<file path="config.mk">
export PLATFORM = sky130hd
export DESIGN_NAME = dsm_interp_feeder
export DESIGN_NICKNAME = d
export VERILOG_FILES = /design/src/rtl/dsm_interp_feeder.sv
export SDC_FILE = /design/constraint.sdc
export NUM_CORES = 1
export LEC_CHECK = 0
export ABC_AREA = 1
export CAP_MARGIN = 30
export CELL_PAD_IN_SITES_DETAIL_PLACEMENT = 1
export CELL_PAD_IN_SITES_GLOBAL_PLACEMENT = 2
export CORE_ASPECT_RATIO = 0.5
export CORE_MARGIN = 8
export CORE_UTILIZATION = 31
export DETAILED_ROUTE_END_ITERATION = 10
export GPL_ROUTABILITY_DRIVEN = 0
export PLACE_DENSITY = 0.8
export SLEW_MARGIN = 40
export SYNTH_ARGS = -nofsm -noshare
export SYNTH_HDL_FRONTEND = slang
export SYNTH_SLANG_ARGS = --single-unit
export TNS_END_PERCENT = 5
</file>
<file path="constraint.sdc">
create_clock -name clk_i -period 3.7 [get_ports clk_i]
set_input_delay 0.925 -clock clk_i [delete_from_list [all_inputs] [get_ports clk_i]]
set_output_delay 0.925 -clock clk_i [all_outputs]
set_load 0.05 [all_outputs]
</file>
<file path="src/rtl/dsm_interp_feeder.sv">
// Linear-interpolating feeder for the delta-sigma DAC modulator. It takes low-rate signed PCM
// over valid/ready and ramps between consecutive samples, producing one sample per clock.
module dsm_interp_feeder #(
  parameter int BW       = 16,
  parameter int OSR_LOG2 = 6
) (
  input  logic                 clk_i,
  input  logic                 rst_i,
  input  logic signed [BW-1:0] in_data_i,
  input  logic                 in_valid_i,
  output logic                 in_ready_o,
  output logic signed [BW-1:0] dac_data_o,
  output logic                 active_o,
  output logic                 underrun_o
);

  localparam int AW = BW + OSR_LOG2;

  typedef enum logic [1:0] {
    S_EMPTY,
    S_FILL,
    S_RUN
  } state_t;

  state_t                 r_state;
  logic signed [BW-1:0]   r_pend;
  logic                   r_pend_valid;
  logic signed [BW-1:0]   r_cur;
  logic signed [BW-1:0]   r_nxt;
  logic signed [BW:0]     r_delta;
  logic signed [AW-1:0]   r_acc;
  logic [OSR_LOG2-1:0]    r_phase;
  logic                   r_active;
  logic                   r_underrun;

  logic                   w_accept;
  logic                   w_last;
  logic signed [AW-1:0]   w_pend_shl;
  logic signed [AW-1:0]   w_nxt_shl;
  logic signed [AW-1:0]   w_delta_ext;
  logic signed [BW:0]     w_pend_ext;
  logic signed [BW:0]     w_cur_ext;
  logic signed [BW:0]     w_nxt_ext;

  // The ready signal depends only on buffer occupancy and reset, never on in_valid_i.
  assign in_ready_o  = ~r_pend_valid & ~rst_i;
  assign w_accept    = in_valid_i & in_ready_o;
  assign w_last      = &r_phase;

  assign w_pend_shl  = {r_pend, {OSR_LOG2{1'b0}}};
  assign w_nxt_shl   = {r_nxt, {OSR_LOG2{1'b0}}};
  assign w_pend_ext  = {r_pend[BW-1], r_pend};
  assign w_cur_ext   = {r_cur[BW-1], r_cur};
  assign w_nxt_ext   = {r_nxt[BW-1], r_nxt};
  assign w_delta_ext = AW'(r_delta);

  // The upper slice of the accumulator is a floor divide by the interpolation ratio.
  assign dac_data_o  = r_acc[AW-1:OSR_LOG2];
  assign active_o    = r_active;
  assign underrun_o  = r_underrun;

  // NOTE: all state is updated with non-blocking assignments, so every branch below reads the
  // values from before this edge. That is why a sample accepted at a segment boundary is not
  // consumed at that same boundary.
  always_ff @(posedge clk_i or posedge rst_i) begin
    if (rst_i) begin
      r_state      <= S_EMPTY;
      r_pend       <= '0;
      r_pend_valid <= 1'b0;
      r_cur        <= '0;
      r_nxt        <= '0;
      r_delta      <= '0;
      r_acc        <= '0;
      r_phase      <= '0;
      r_active     <= 1'b0;
      r_underrun   <= 1'b0;
    end else begin
      r_underrun <= 1'b0;

      case (r_state)
        S_EMPTY: begin
          r_acc <= '0;
          if (r_pend_valid) begin
            r_cur        <= r_pend;
            r_acc        <= w_pend_shl;
            r_pend_valid <= 1'b0;
            r_state      <= S_FILL;
          end
        end

        S_FILL: begin
          // The accumulator already holds cur, so the first RUN cycle outputs cur.
          if (r_pend_valid) begin
            r_nxt        <= r_pend;
            r_delta      <= w_pend_ext - w_cur_ext;
            r_phase      <= '0;
            r_pend_valid <= 1'b0;
            r_active     <= 1'b1;
            r_state      <= S_RUN;
          end
        end

        S_RUN: begin
          if (!w_last) begin
            r_acc   <= r_acc + w_delta_ext;
            r_phase <= r_phase + 1'b1;
          end else begin
            r_acc   <= w_nxt_shl;
            r_cur   <= r_nxt;
            r_phase <= '0;
            if (r_pend_valid) begin
              r_nxt        <= r_pend;
              r_delta      <= w_pend_ext - w_nxt_ext;
              r_pend_valid <= 1'b0;
            end else begin
              // Starved: hold the last endpoint flat for a whole segment.
              r_delta    <= '0;
              r_underrun <= 1'b1;
            end
          end
        end

        default: r_state <= S_EMPTY;
      endcase

      // A sample can only be accepted while the buffer is empty, so it never collides
      // with a consume in the same cycle.
      if (w_accept) begin
        r_pend       <= in_data_i;
        r_pend_valid <= 1'b1;
      end
    end
  end

endmodule
</file>
==> results by group <==
Outcome
  – Status: completed

Drt
  – Via count: 7502
  – Routed Antenna Nets: 0
  – Vias per cell: 4.99
  – # DRC: 0
  – Post-DR wirelength/cell: 17.6 um
  – Initial DRC count: just over 400
  – TritonRoute pass-1 iters: 5
  – Final WL: 26.5 mm

Global routing
  – GRT Overall Usage: 17.9%
  – Initial antenna violation count: 0
  – Largest net degree at the start of global routing: between 50 and 60
  – First-pass GRT wire length: ~43 mm
  – Gr ovfl total: 0
  – Vias in the first global route: 7761

Worst setup path
  – Worst Setup Start Kind: input pin
  – Worst R2R End: r_delta[10]
  – Crit. Startpoint: rst_i
  – Worst path arrival time: approximately 1800 ps
  – R2R depth: 14
  – CP Capture Type: output pin
  – Critical path endpoint: in_ready_o
  – FF-to-FF Start: r_pend[1]
  – Register-to-register path setup slack: around 1300 ps
  – CP Class: in -> out
  – Worst-path fanout max: 2
  – CP Data Required Time: between 2000 and 3000 ps

CTS
  – Clock sinks: 98
  – CTS Buffer Depth: 2
  – H-tree Lvls: 3
  – Setup Buffers After CTS: 0
  – CTS tree: yes
  – Hold_buf cts: 0
  – TritonCTS Buffers: 9
  – Reg clk slew, reported paths: 70 ps
  – Clk root buf: clkbuf_16
  – Post-CTS sizing: 0
  – Clk_lat worst skew: approximately 350 ps

STA
  – Worst Clk Skew: 8.06 ps
  – Fin crit share: between 70% and 80%
  – Final min period: 2720 ps
  – Unrepaired setup endpoints after global routing: false
  – Relative slew slack: 55.0%
  – Final setup fails: 0
  – Max-slew violation count: 0
  – Final TNS setup: 0 ps
  – Worst-margin pin slew: approximately 670 ps
  – Fmax: 367 MHz
  – Hold Violations, Final: 0
  – Setup WS post-layout: 978 ps

Logic synthesis
  – Syn_area_per_cell: approximately 6.8 sq um
  – Post-Synthesis Cells: 1141
  – EDFF count, synth: 0
  – Register area share after synthesis: 31.7%
  – Post-Syn Nets: 1217
  – Yosys warning count: 0
  – #FFs+latches synth: 98
  – Fraction of registers with async set/reset: 100%
  – Largest area contributor in the netlist: dfrtp_1
  – Synth top area cells: dfrtp_1, nand2_1, ha_1
  – Netlist cell types: 42
  – Synth Cell Area: 7740 sq um
  – Synth top area share: 31.7%
  – Most used flip-flop cell after synthesis: dfrtp_1

Power
  – Pleak: between 4 and 5 nW
  – P per Cell Area: between 900 and 1000 nW/um^2
  – Peak supply drop: 0.000244 V

Placed design
  – Number of port buffers: 37
  – Post-DP HPWL: 21.3 mm
  – Setup WS pre-CTS: 967 ps

Finish
  – Ant diodes: 0
  – Share of layout cells above drive strength 1: 6.04%
  – Fill count: around 3200
  – Most common cell after layout, fill and taps aside: nand2_1
  – Synthesis-to-finish area growth: 11.1%
  – Commonest cells after routing, fill and taps aside: nand2_1, inv_1, dfrtp_1
  – # nets final: 1229

Floorplanning
  – Core Box Area: 24900 sq um
  – Initial Util: 31.1%
  – Die extent in y: 128 um
  – Rows: 41
  – I/O pins: 38
  – Die area: 30600 sq um
  – Die Width: roughly 240 um

Hold path
  – Worst hold path class: reg -> reg

Job
  – Max Cap Viol: 0
==> Yosys cell counts (4+ instances only) <==
cell / instances
o22ai_2: 9
dfrtp_1: 98
a31oi_1: 8
buf_4: 21
ha_1: 54
buf_6: 4
o21ai_1: 8
nand4_1: 7
buf_2: 11
nand3b_1: 12
o21ai_0: 63
nand3_1: 69
a21oi_1: 65
inv_2: 5
nand2_1: 385
nor3_1: 10
o21bai_1: 6
nor2_1: 88
inv_1: 155
xor2_1: 4
a21oi_2: 4
clkbuf_1: 4
xnor2_1: 6
mux2_2: 13
==> area by class of cell <==
cell class / instances / area, sq um / area share, %
multi-input cells: 840 / 4400 / 51.1
flip-flops and latches: 98 / 2450 / 28.5
inverters: 161 / 609 / 7.08
well taps: 344 / 430 / 5.00
repair buffers: 43 / 425 / 4.95
clock buffers: 9 / 225 / 2.62
clock inverters: 7 / 58.8 / 0.684
==> power breakdown <==
group / switching [mW] / total [mW] / internal (mW)
Sequential: 0.421 / 1.91 / 1.49
Clock: 0.460 / 0.929 / 0.469
Combinational: 3.61 / 5.39 / 1.77
Total: 4.49 / 8.23 / 3.73
==> flip-flops by register name, indices dropped and copies added (netlist names) <==
name          count
r_acc            22
r_delta          17
r_cur            16
r_nxt            16
r_pend           16
r_phase           6
r_state           2
active_o          1
r_pend_valid      1
underrun_o        1
==> critical path, cell delays in order <==
cell             delay [ps]
clkdlybuf4s50_1         460
nor2_1                  180
buf_4                   230
==> metrics by stage <==
stage | std cells | utilization, % | hold WS, ps | cell area [sq um] | total power, mW
5_1_grt | 1502 | 34.6 | 514 | 8600 | 9.04
4_1_cts | 1502 | 34.6 | 484 | 8600 | 8.25
3_5_place_dp | 1486 | 33.4 | 460 | 8310 | 7.29
6_report | 1502 | 34.6 | 482 | 8600 | 8.23
3_3_place_gp | 1486 | 33.4 | 449 | 8310 | 7.14
2_1_floorplan | 1141 | - | 447 | 7740 | 5.71
==> cell families (layout without fill, tap and decap cells) <==
family | after synthesis | after routing | share of synthesized area, %
flops | 98 | 98 | 31.7
simple gates | 586 | 586 | 31.2
fa+ha+maj | 57 | 57 | 9.51
compound gates | 174 | 174 | 13.0
buf+inv | 203 | 220 | 11.5
mux | 13 | 13 | 1.89
xor+xnor | 10 | 10 | 1.13
==> how the worst min path moves through the flow <==
stage / startpoint / endpoint / cells past startpoint
finish: active_o / active_o / 2
global route: active_o / active_o / 2
CTS: active_o / active_o / 2
detailed placement: active_o / active_o / 2
global placement: active_o / active_o / 2
floorplan: r_pend_valid / underrun_o / 1
==> routing by layer <==
layer	track usage [%]	wire length, um	vias to the layer above
li1	-	-	3663
met5	0	0	-
met3	3.41	1360	26
met4	3.89	350	0
met1	25.0	13100	3701
met2	28.3	11700	112
Power figures use the tool's default switching activity.
